### config.mk
export PLATFORM = sky130hd
export DESIGN_NAME = mem_port_arbiter
export DESIGN_NICKNAME = d
export VERILOG_FILES = /design/src/rtl/mem_port_arbiter.sv
export SDC_FILE = /design/constraint.sdc
export NUM_CORES = 1
export LEC_CHECK = 0
export CORE_MARGIN = 1.5
export CORE_UTILIZATION = 45
export DETAILED_ROUTE_END_ITERATION = 6
export HOLD_SLACK_MARGIN = 0.1
export MAX_ROUTING_LAYER = met4
export PLACE_DENSITY = 0.95
export SLEW_MARGIN = 10
export SYNTH_ARGS = -nofsm -noshare
export SYNTH_HDL_FRONTEND = slang
export SYNTH_SLANG_ARGS = --single-unit
### constraint.sdc
create_clock -name clk -period 4.6 [get_ports clk]
set_clock_uncertainty 0.1 [all_clocks]
set_input_delay 0.69 -clock clk [delete_from_list [all_inputs] [get_ports clk]]
set_output_delay 0.69 -clock clk [all_outputs]
set_load 0.005 [all_outputs]
### src/rtl/mem_port_arbiter.sv
// Arbitrates one single-ported memory between the fetch (I) and memory-stage (D) ports.
// Each access is a req/ack transaction with an optional timeout and a round-robin grant on conflicts.
module mem_port_arbiter #(
  parameter int XLEN       = 32,
  parameter int ADDR_WIDTH = 32,
  parameter int TIMEOUT    = 255,
  parameter int CNT_W      = 8
) (
  input  logic                  clk,
  input  logic                  reset,

  input  logic                  i_req,
  input  logic [ADDR_WIDTH-1:0] i_addr,
  output logic [XLEN-1:0]       i_rdata,
  output logic                  i_ready,

  input  logic                  d_req,
  input  logic                  d_we,
  input  logic [ADDR_WIDTH-1:0] d_addr,
  input  logic [XLEN-1:0]       d_wdata,
  output logic [XLEN-1:0]       d_rdata,
  output logic                  d_ready,

  output logic                  stall_i,
  output logic                  stall_d,

  output logic                  mem_req,
  output logic                  mem_we,
  output logic [ADDR_WIDTH-1:0] mem_addr,
  output logic [XLEN-1:0]       mem_wdata,
  input  logic                  mem_ack,
  input  logic [XLEN-1:0]       mem_rdata,

  output logic                  timeout_err
);

  typedef enum logic [1:0] {
    IDLE   = 2'd0,
    BUSY_I = 2'd1,
    BUSY_D = 2'd2
  } state_t;

  state_t           state;
  logic             last_d;     // 1: most recent grant went to D
  logic [CNT_W-1:0] cnt;
  logic [CNT_W-1:0] cnt_inc;
  logic             i_elig;
  logic             d_elig;
  logic             grant_i;
  logic             grant_d;
  logic             timeout_hit;

  // A port whose ready pulse is high this cycle is being retired, so it must not be regranted.
  always_comb begin
    i_elig      = i_req & ~i_ready;
    d_elig      = d_req & ~d_ready;
    grant_d     = d_elig & (~i_elig | ~last_d);
    grant_i     = i_elig & ~grant_d;
    cnt_inc     = (&cnt) ? cnt : cnt + CNT_W'(1);
    timeout_hit = (TIMEOUT != 0) && (cnt_inc == CNT_W'(TIMEOUT));
  end

  assign stall_i = i_req & ~i_ready;
  assign stall_d = d_req & ~d_ready;

  // NOTE: every register here uses <= so all updates see the pre-edge values, whatever the statement order.
  always_ff @(posedge clk) begin
    if (!reset) begin
      state       <= IDLE;
      last_d      <= 1'b0;
      cnt         <= '0;
      i_rdata     <= '0;
      i_ready     <= 1'b0;
      d_rdata     <= '0;
      d_ready     <= 1'b0;
      mem_req     <= 1'b0;
      mem_we      <= 1'b0;
      mem_addr    <= '0;
      mem_wdata   <= '0;
      timeout_err <= 1'b0;
    end else begin
      i_ready <= 1'b0;
      d_ready <= 1'b0;
      case (state)
        IDLE: begin
          if (grant_d) begin
            mem_req   <= 1'b1;
            mem_we    <= d_we;
            mem_addr  <= d_addr;
            mem_wdata <= d_wdata;
            last_d    <= 1'b1;
            cnt       <= '0;
            state     <= BUSY_D;
          end else if (grant_i) begin
            mem_req   <= 1'b1;
            mem_we    <= 1'b0;
            mem_addr  <= i_addr;
            mem_wdata <= '0;
            last_d    <= 1'b0;
            cnt       <= '0;
            state     <= BUSY_I;
          end
        end
        BUSY_I, BUSY_D: begin
          if (mem_ack || timeout_hit) begin
            // A real ack wins over a timeout landing in the same cycle.
            mem_req <= 1'b0;
            cnt     <= '0;
            state   <= IDLE;
            if (!mem_ack) timeout_err <= 1'b1;
            if (state == BUSY_I) begin
              i_ready <= 1'b1;
              i_rdata <= mem_ack ? mem_rdata : '0;
            end else begin
              d_ready <= 1'b1;
              if (!mem_we) d_rdata <= mem_ack ? mem_rdata : '0;
            end
          end else begin
            cnt <= cnt_inc;
          end
        end
        default: state <= IDLE;
      endcase
    end
  end

endmodule

==> metrics.md, run 1 <==
| Metric | Value |
|---|---|
| Status | `finished, final reports clean` |
| Crit share post-route | `71.32%` |
| Seq cells post-synth | `144` |
| Unrepaired setup endpoints after global routing | `no` |
| Via count | `5786` |
| Pwr dens | `413.1 mW/mm²` |
| Placed Cells | `985` |
| Top cells by area, synth | `dfxtp_1, a311oi_2, mux2i_1` |
| CP required | `4810 ps` |
| Top post-synthesis cells by count | `dfxtp_1, nor2_1, nand2_1, a21oi_1, a211oi_1` |
| Post-CTS Hold Buffers | `0` |
| Worst rel slew slack | `24.21%` |
| DP HPWL | `13470 µm` |
| Largest net degree at the start of global routing | `70` |
| CP endpoint kind | `flop` |
| Arr. time, crit path | `3490 ps` |
| Clock latency at the later pin of the worst-skew pair | `420 ps` |
| Count leader, synth | `dfxtp_1` |
| Largest stage delay, worst path | `1010 ps` |
| Clk sink count | `144` |
| Synth cell types | `55` |
| Mux cell area share after synthesis | `5.659%` |
| Crit path cell chain | `inv_1, ha_1, nor3b_2, buf_4, and2_2, a21oi_1, a311oi_1` |
| DRT iter0 DRCs | `493` |
| VDD IR max | `0.0002431 V` |
| Synth Area in Compound Gates | `28.23%` |
| Cell Count, Final, Fillers Out | `1017` |
| Number of buffers added on ports | `268` |
| DIE HEIGHT | `117.8 µm` |
| Asr flop ratio synth | `0%` |
| Total routed wirelength | `19380 µm` |
| Setup TNS | `0 ps` |
| Layout area overhead | `55.53%` |
| Ys Warns | `0` |
| WL per Instance | `19.05 µm` |
| Top cell family by delay on the critical path | `simple AND/OR/NAND/NOR gates` |
| Final GP Congestion | `0.8486` |
| First-pass GRT wire length | `30870 µm` |
| H-tree depth | `4` |
| Fillers | `880` |
| Pre-antenna DRT Iters | `7` |
| Share of cells above drive strength 1 | `10.30%` |
| Post-Synth XOR/XNOR Area | `0%` |
| Cell depth of the worst flop-to-flop path | `7` |
| Nets | `969` |
| Initial Utilization | `46.58%` |
| Fmax | `0.3048 GHz` |
| Leakage power | `3.372 nW` |
| WS Path Type | `flop to flop` |
| Post-CTS Setup Bufs | `0` |
| DRT antenna net count | `0` |
| Syn_area_per_cell | `10.08 µm²` |
| Via density | `5.689` |
| Grt total ovfl | `0` |
| Post-Synthesis Net Count | `725` |
| Worst hold stages | `1` |
| Cts repair resizes | `0` |
| Seq/Total Area, Yosys | `48.65%` |
| Slowest CP cell | `and2_2` |
| Core area | `0.01272 mm²` |
| ANT cells | `0` |
| Startpoint Class | `flop` |
| DRC Markers | `0` |
| Total track usage | `29.07%` |
| Mapped Cells | `588` |
| Boundary Pins | `269` |
| Clock-pin slew on the worst setup and hold paths | `60 ps` |
| WP depth | `7` |
| Die W | `117.8 µm` |
| Post-synth EDFFs | `0` |
| Worst-Margin Slew | `1137 ps` |
| CTS Buffer Depth | `2` |
| Crit Path Max Fanout | `64` |
| Bufs and invs on worst path | `2` |
| Ys flop type | `dfxtp_1` |
| CTS Buf Count | `17` |
| CTS tree | `done` |
| Crit path time final | `3281 ps` |
| Synthesized cell area | `0.005926 mm²` |
| Dominant cell type by area after synthesis | `dfxtp_1` |
| Synth Area in Adders | `0.6334%` |
| Fin. Hold Viols | `0` |
| Initial antenna violation count | `0` |
| Yosys top cell area share | `48.65%` |
| Row count | `41` |
| Synth Area in Simple Gates | `11.63%` |
| Hold Path Class | `flop to flop` |
| Root Driver | `clkbuf_16` |
| Number of global-route vias before repair | `5782` |
| Max-Cap Viols | `0` |
| Finish-stage setup viols | `0` |
| Largest family of logic cells by synthesized area | `compound AO/OA/AOI/OAI gates` |
| Die area | `0.01387 mm²` |
| Slew Viols, Final | `0` |
-- sequential cells by signal, summed over array words and instances, names as in the netlist --
signal / count
d_rdata: 32
i_rdata: 32
mem_addr: 32
mem_wdata: 32
cnt: 8
state: 2
d_ready: 1
i_ready: 1
last_d: 1
mem_req: 1
mem_we: 1
timeout_err: 1
-- cell usage in the layout, fill, tap and decap left out, drive strengths merged, types with 3 or more instances in the layout --
cell type,synthesis,layout
a311oi,33,33
nand2b,4,4
bufinv,0,3
mux2i,32,32
buf,16,8
nor3,5,5
nor2,71,71
a22oi,33,33
clkdlybuf4s50,0,268
and3,4,4
clkbuf,32,22
o21ai,9,9
ha,3,3
inv,4,6
and2,4,4
clkinv,1,6
a21oi,39,39
dfxtp,144,144
a22o,32,32
a211oi,35,35
nand3,8,8
nand2,46,46
-- worst paths after layout --
| path | startpoint | end | slack [ps] |
|---|---|---|---|
| worst max register to register | state[0]$_SDFFE_PN0P_ | d_rdata[2]$_SDFFE_PN0P_ | 1320 |
| worst min register to register | timeout_err$_SDFFE_PN0P_ | timeout_err$_SDFFE_PN0P_ | 360 |
| worst min-delay path | timeout_err$_SDFFE_PN0P_ | timeout_err$_SDFFE_PN0P_ | 360 |
| worst max-delay path | state[0]$_SDFFE_PN0P_ | d_rdata[2]$_SDFFE_PN0P_ | 1320 |
-- metrics by stage --
| step | worst slack, ps | utilization [%] | power (mW) | hold slack (ps) | area (µm²) |
|---|---|---|---|---|---|
| CTS | 1361 | 72.44 | 3.815 | 365.0 | 9216 |
| detailed placement | 1366 | 67.67 | 2.396 | 351.7 | 8610 |
| global route | 1161 | 72.44 | 3.961 | 391.4 | 9216 |
| global placement | 1471 | 67.67 | 2.364 | 346.9 | 8610 |
| floorplan | 2329 | - | 1.921 | 346.7 | 5926 |
| finish | 1319 | 72.44 | 3.808 | 364.1 | 9216 |
-- cell type report --
class | count | area [µm²] | area share, %
well taps | 172 | 215.2 | 2.335
clock buffers | 22 | 474.2 | 5.145
inverters | 5 | 21.27 | 0.2308
multi-input cells | 388 | 2748 | 29.81
repair buffers | 276 | 2743 | 29.76
flip-flops and latches | 144 | 2883 | 31.28
clock inverters | 10 | 132.6 | 1.439
-- worst register-to-register path: stages (launching register included) --
cell and delay, ps:
dfxtp_1 360, inv_1 60, ha_1 390, nor3b_2 190, buf_4 470, and2_2 1030
a21oi_1 220, a311oi_1 350
-- logic make-up after synthesis --
group                      count (synthesis)
buffers and inverters                     56
muxes                                     33
and+or+nand+nor                          154
AOI/OAI and AO/OA                        198
DFF                                      144
adders and majority gates                  3
-- where the power goes --
group	leakage (nW)	total [mW]	internal, mW	switching [mW]
Clock	0.304	1.42	0.893	0.529
Combinational	1.89	0.932	0.475	0.457
Sequential	1.18	1.45	1.38	0.0764
Total	3.37	3.81	2.75	1.06
-- per-layer routing --
metal	vias up	track usage (%)	wire (µm)
li1	2684	-	-
met1	2756	31.48	7489
met3	41	8.043	1435
met2	305	50.37	9854
met4	0	11.74	596
met5	-	-	0
(Power assumes the default switching activity.)
==> inputs of run 2 (changes only) <==
CORE_UTILIZATION = 42   (was 45)
PLACE_DENSITY = 0.9   (was 0.95)
clock period = 3.15 ns   (was 4.6 ns; I/O delays follow)
==> metrics.md, run 2 (synthesis results as in run 1) <==
| Metric | Value |
|---|---|
| DRT antenna net count | `0 (unchanged)` |
| First-pass GRT wire length | `27370 µm (-11%)` |
| Leakage power | `3.391 nW (+0.58%)` |
| Pint | `3.862 mW (+41%)` |
| Nets | `974 (+0.52%)` |
| Via density | `5.412 (-4.9%)` |
| Unrepaired setup endpoints after global routing | `no` |
| Crit path time final | `2654 ps (-626.2 ps)` |
| Worst rel slew slack | `54.02% (+30 points)` |
| Area of the multi-input gates | `0.002748 mm² (unchanged)` |
| Total track usage | `24.48% (-4.6 points)` |
| Setup WS post-layout | `495.6 ps (-823.8 ps)` |
| Final Cell Area | `0.009293 mm² (+0.83%)` |
| Die W | `121.8 µm (+3.4%)` |
| Startpoint Class | `flop` |
| Core area | `0.01383 mm² (+8.7%)` |
| CTS tree | `done` |
| Worst-Margin Slew | `682.5 ps (-454.3 ps)` |
| Cts repair resizes | `0 (unchanged)` |
| Finish-stage setup viols | `0 (unchanged)` |
| Grt total ovfl | `0 (unchanged)` |
| Fmax | `0.3767 GHz (+24%)` |
| CP required | `3310 ps (-1500 ps)` |
| Pwr dens | `587.4 mW/mm² (+42%)` |
| Fillers | `1043 (+19%)` |
| Via count | `5574 (-3.7%)` |
| DP Area | `0.008707 mm² (+1.1%)` |
| DIE HEIGHT | `121.8 µm (+3.4%)` |
| Max-Cap Viols | `0 (unchanged)` |
| Fin. Hold Viols | `0 (unchanged)` |
| Post-CTS Setup Bufs | `0 (unchanged)` |
| Sequential cell area | `0.002883 mm² (unchanged)` |
| CP endpoint kind | `flop` |
| Net Sw Frac | `29.24% (+1.3 points)` |
| Row count | `43 (+4.9%)` |
| Most frequent cells in the layout | `clkdlybuf4s50_1, dfxtp_1, nor2_1` |
| Number of global-route vias before repair | `5333 (-7.8%)` |
| Clock share of power | `36.3% (-1.0 points)` |
| Clock latency at the later pin of the worst-skew pair | `410 ps (about the same)` |
| DP HPWL | `12730 µm (-5.5%)` |
| Combinational share of power | `25.0% (+0.5 points)` |
| Number of buffers added on ports | `268 (unchanged)` |
| Post-CTS Hold Buffers | `0 (unchanged)` |
| R2r setup slk | `500 ps (-820 ps)` |
| VDD IR max | `0.0003597 V (+48%)` |
| Largest net degree at the start of global routing | `105 (+50%)` |
| Crit share post-route | `84.27% (+13 points)` |
| Slew Viols, Final | `0 (unchanged)` |
| CTS Buffer Depth | `2 (unchanged)` |
| Root Driver | `clkbuf_16` |
| Die area | `0.01483 mm² (+7.0%)` |
| WL per Instance | `17.14 µm (-10%)` |
| Pre-antenna DRT Iters | `4 (-3)` |
| Clk sink count | `144 (unchanged)` |
| Most common cell after layout, fill and taps aside | `clkdlybuf4s50_1` |
| Final hold slack | `372.4 ps (+8.320 ps)` |
| Crit Path Max Fanout | `25 (-61%)` |
| Status | `finished, final reports clean` |
| CTS Buf Count | `17 (unchanged)` |
| Reg power frac | `38.7% (+0.5 points)` |
| Switching power | `1.596 mW (+50%)` |
| WS Path Type | `flop to flop` |
| Boundary Pins | `269 (unchanged)` |
| H-tree depth | `4 (unchanged)` |
| DRC Markers | `0 (unchanged)` |
| Dpl ws | `558.8 ps (-807.2 ps)` |
| Clock-pin slew on the worst setup and hold paths | `60 ps (about the same)` |
| Initial antenna violation count | `0 (unchanged)` |
| Share of cells above drive strength 1 | `11.06% (+0.76 points)` |
| Final GP Congestion | `0.9427 (+11%)` |
| Total routed wirelength | `17660 µm (-8.9%)` |
| Layout area overhead | `56.82%` |
| Initial Utilization | `42.86% (-3.7 points)` |
| Hold Path Class | `flop to flop` |
| Setup TNS | `0 ps (unchanged)` |
| Arr. time, crit path | `2820 ps (-670 ps)` |
| DRT iter0 DRCs | `386 (-22%)` |
| ANT cells | `0 (unchanged)` |
## run 2: changes by cell type in the layout (fill, tap and decap cells not counted), sizes merged
| cell | before | now |
|---|---|---|
| inv | 6 | 13 |
| bufinv | 3 | 1 |
| clkinv | 6 | 2 |
| clkbuf | 22 | 18 |
| buf | 8 | 13 |
| clkinvlp | 0 | 3 |
## run 2: critical path: stages (launching register included)
cell and delay (ps):
dfxtp_1 430, ha_1 290, and3b_2 210, o221ai_1 90, a211oi_1 440, o211ai_2 240, nand2b_2 310, buf_12 250
a311oi_1 120
## run 2: path summary, 6_finish.rpt
kind / start / to / depth (start not counted)
max reg2reg: cnt[0]$_SDFFE_PN0P_ / d_rdata[3]$_SDFFE_PN0P_ / 8
max: cnt[0]$_SDFFE_PN0P_ / d_rdata[3]$_SDFFE_PN0P_ / 8
min: i_rdata[3]$_SDFFE_PN0P_ / i_rdata[3]$_SDFFE_PN0P_ / 1
min reg2reg: i_rdata[3]$_SDFFE_PN0P_ / i_rdata[3]$_SDFFE_PN0P_ / 1
## run 2: layout make-up
| class | count | share of cell area, % |
|---|---|---|
| sequential | 144 | 31.02 |
| timing repair buffer | 281 | 30.46 |
| multi-input combinational | 388 | 29.57 |
| clock buffer | 18 | 4.726 |
| tap | 180 | 2.424 |
| clock inverter | 14 | 1.575 |
| inverter | 5 | 0.2289 |
## run 2: per-layer routing
layer	global-route usage (%)	share of wire, %	vias up
met2	40.80	49	270
li1	-	-	2703
met1	27.75	39	2572
met4	10.37	2.9	0
met3	6.461	8.4	29
met5	-	0	-
## run 2: power by group through the flow
stage	Clock [mW]	Sequential [mW]	Combinational [mW]
2_1_floorplan	0	2.16	0.650
3_3_place_gp	0	2.14	1.34
3_5_place_dp	0	2.15	1.37
4_1_cts	2.02	2.11	1.38
5_1_grt	2.10	2.13	1.49
6_report	1.98	2.11	1.37
## run 2: metrics by stage
stage          power (mW)  utilization [%]  cells
3_5_place_dp        3.518            62.97    998
3_3_place_gp        3.488            62.97    998
5_1_grt             5.721            67.21   1030
6_report            5.458            67.21   1030
4_1_cts             5.506            67.21   1030
2_1_floorplan       2.805                -    588
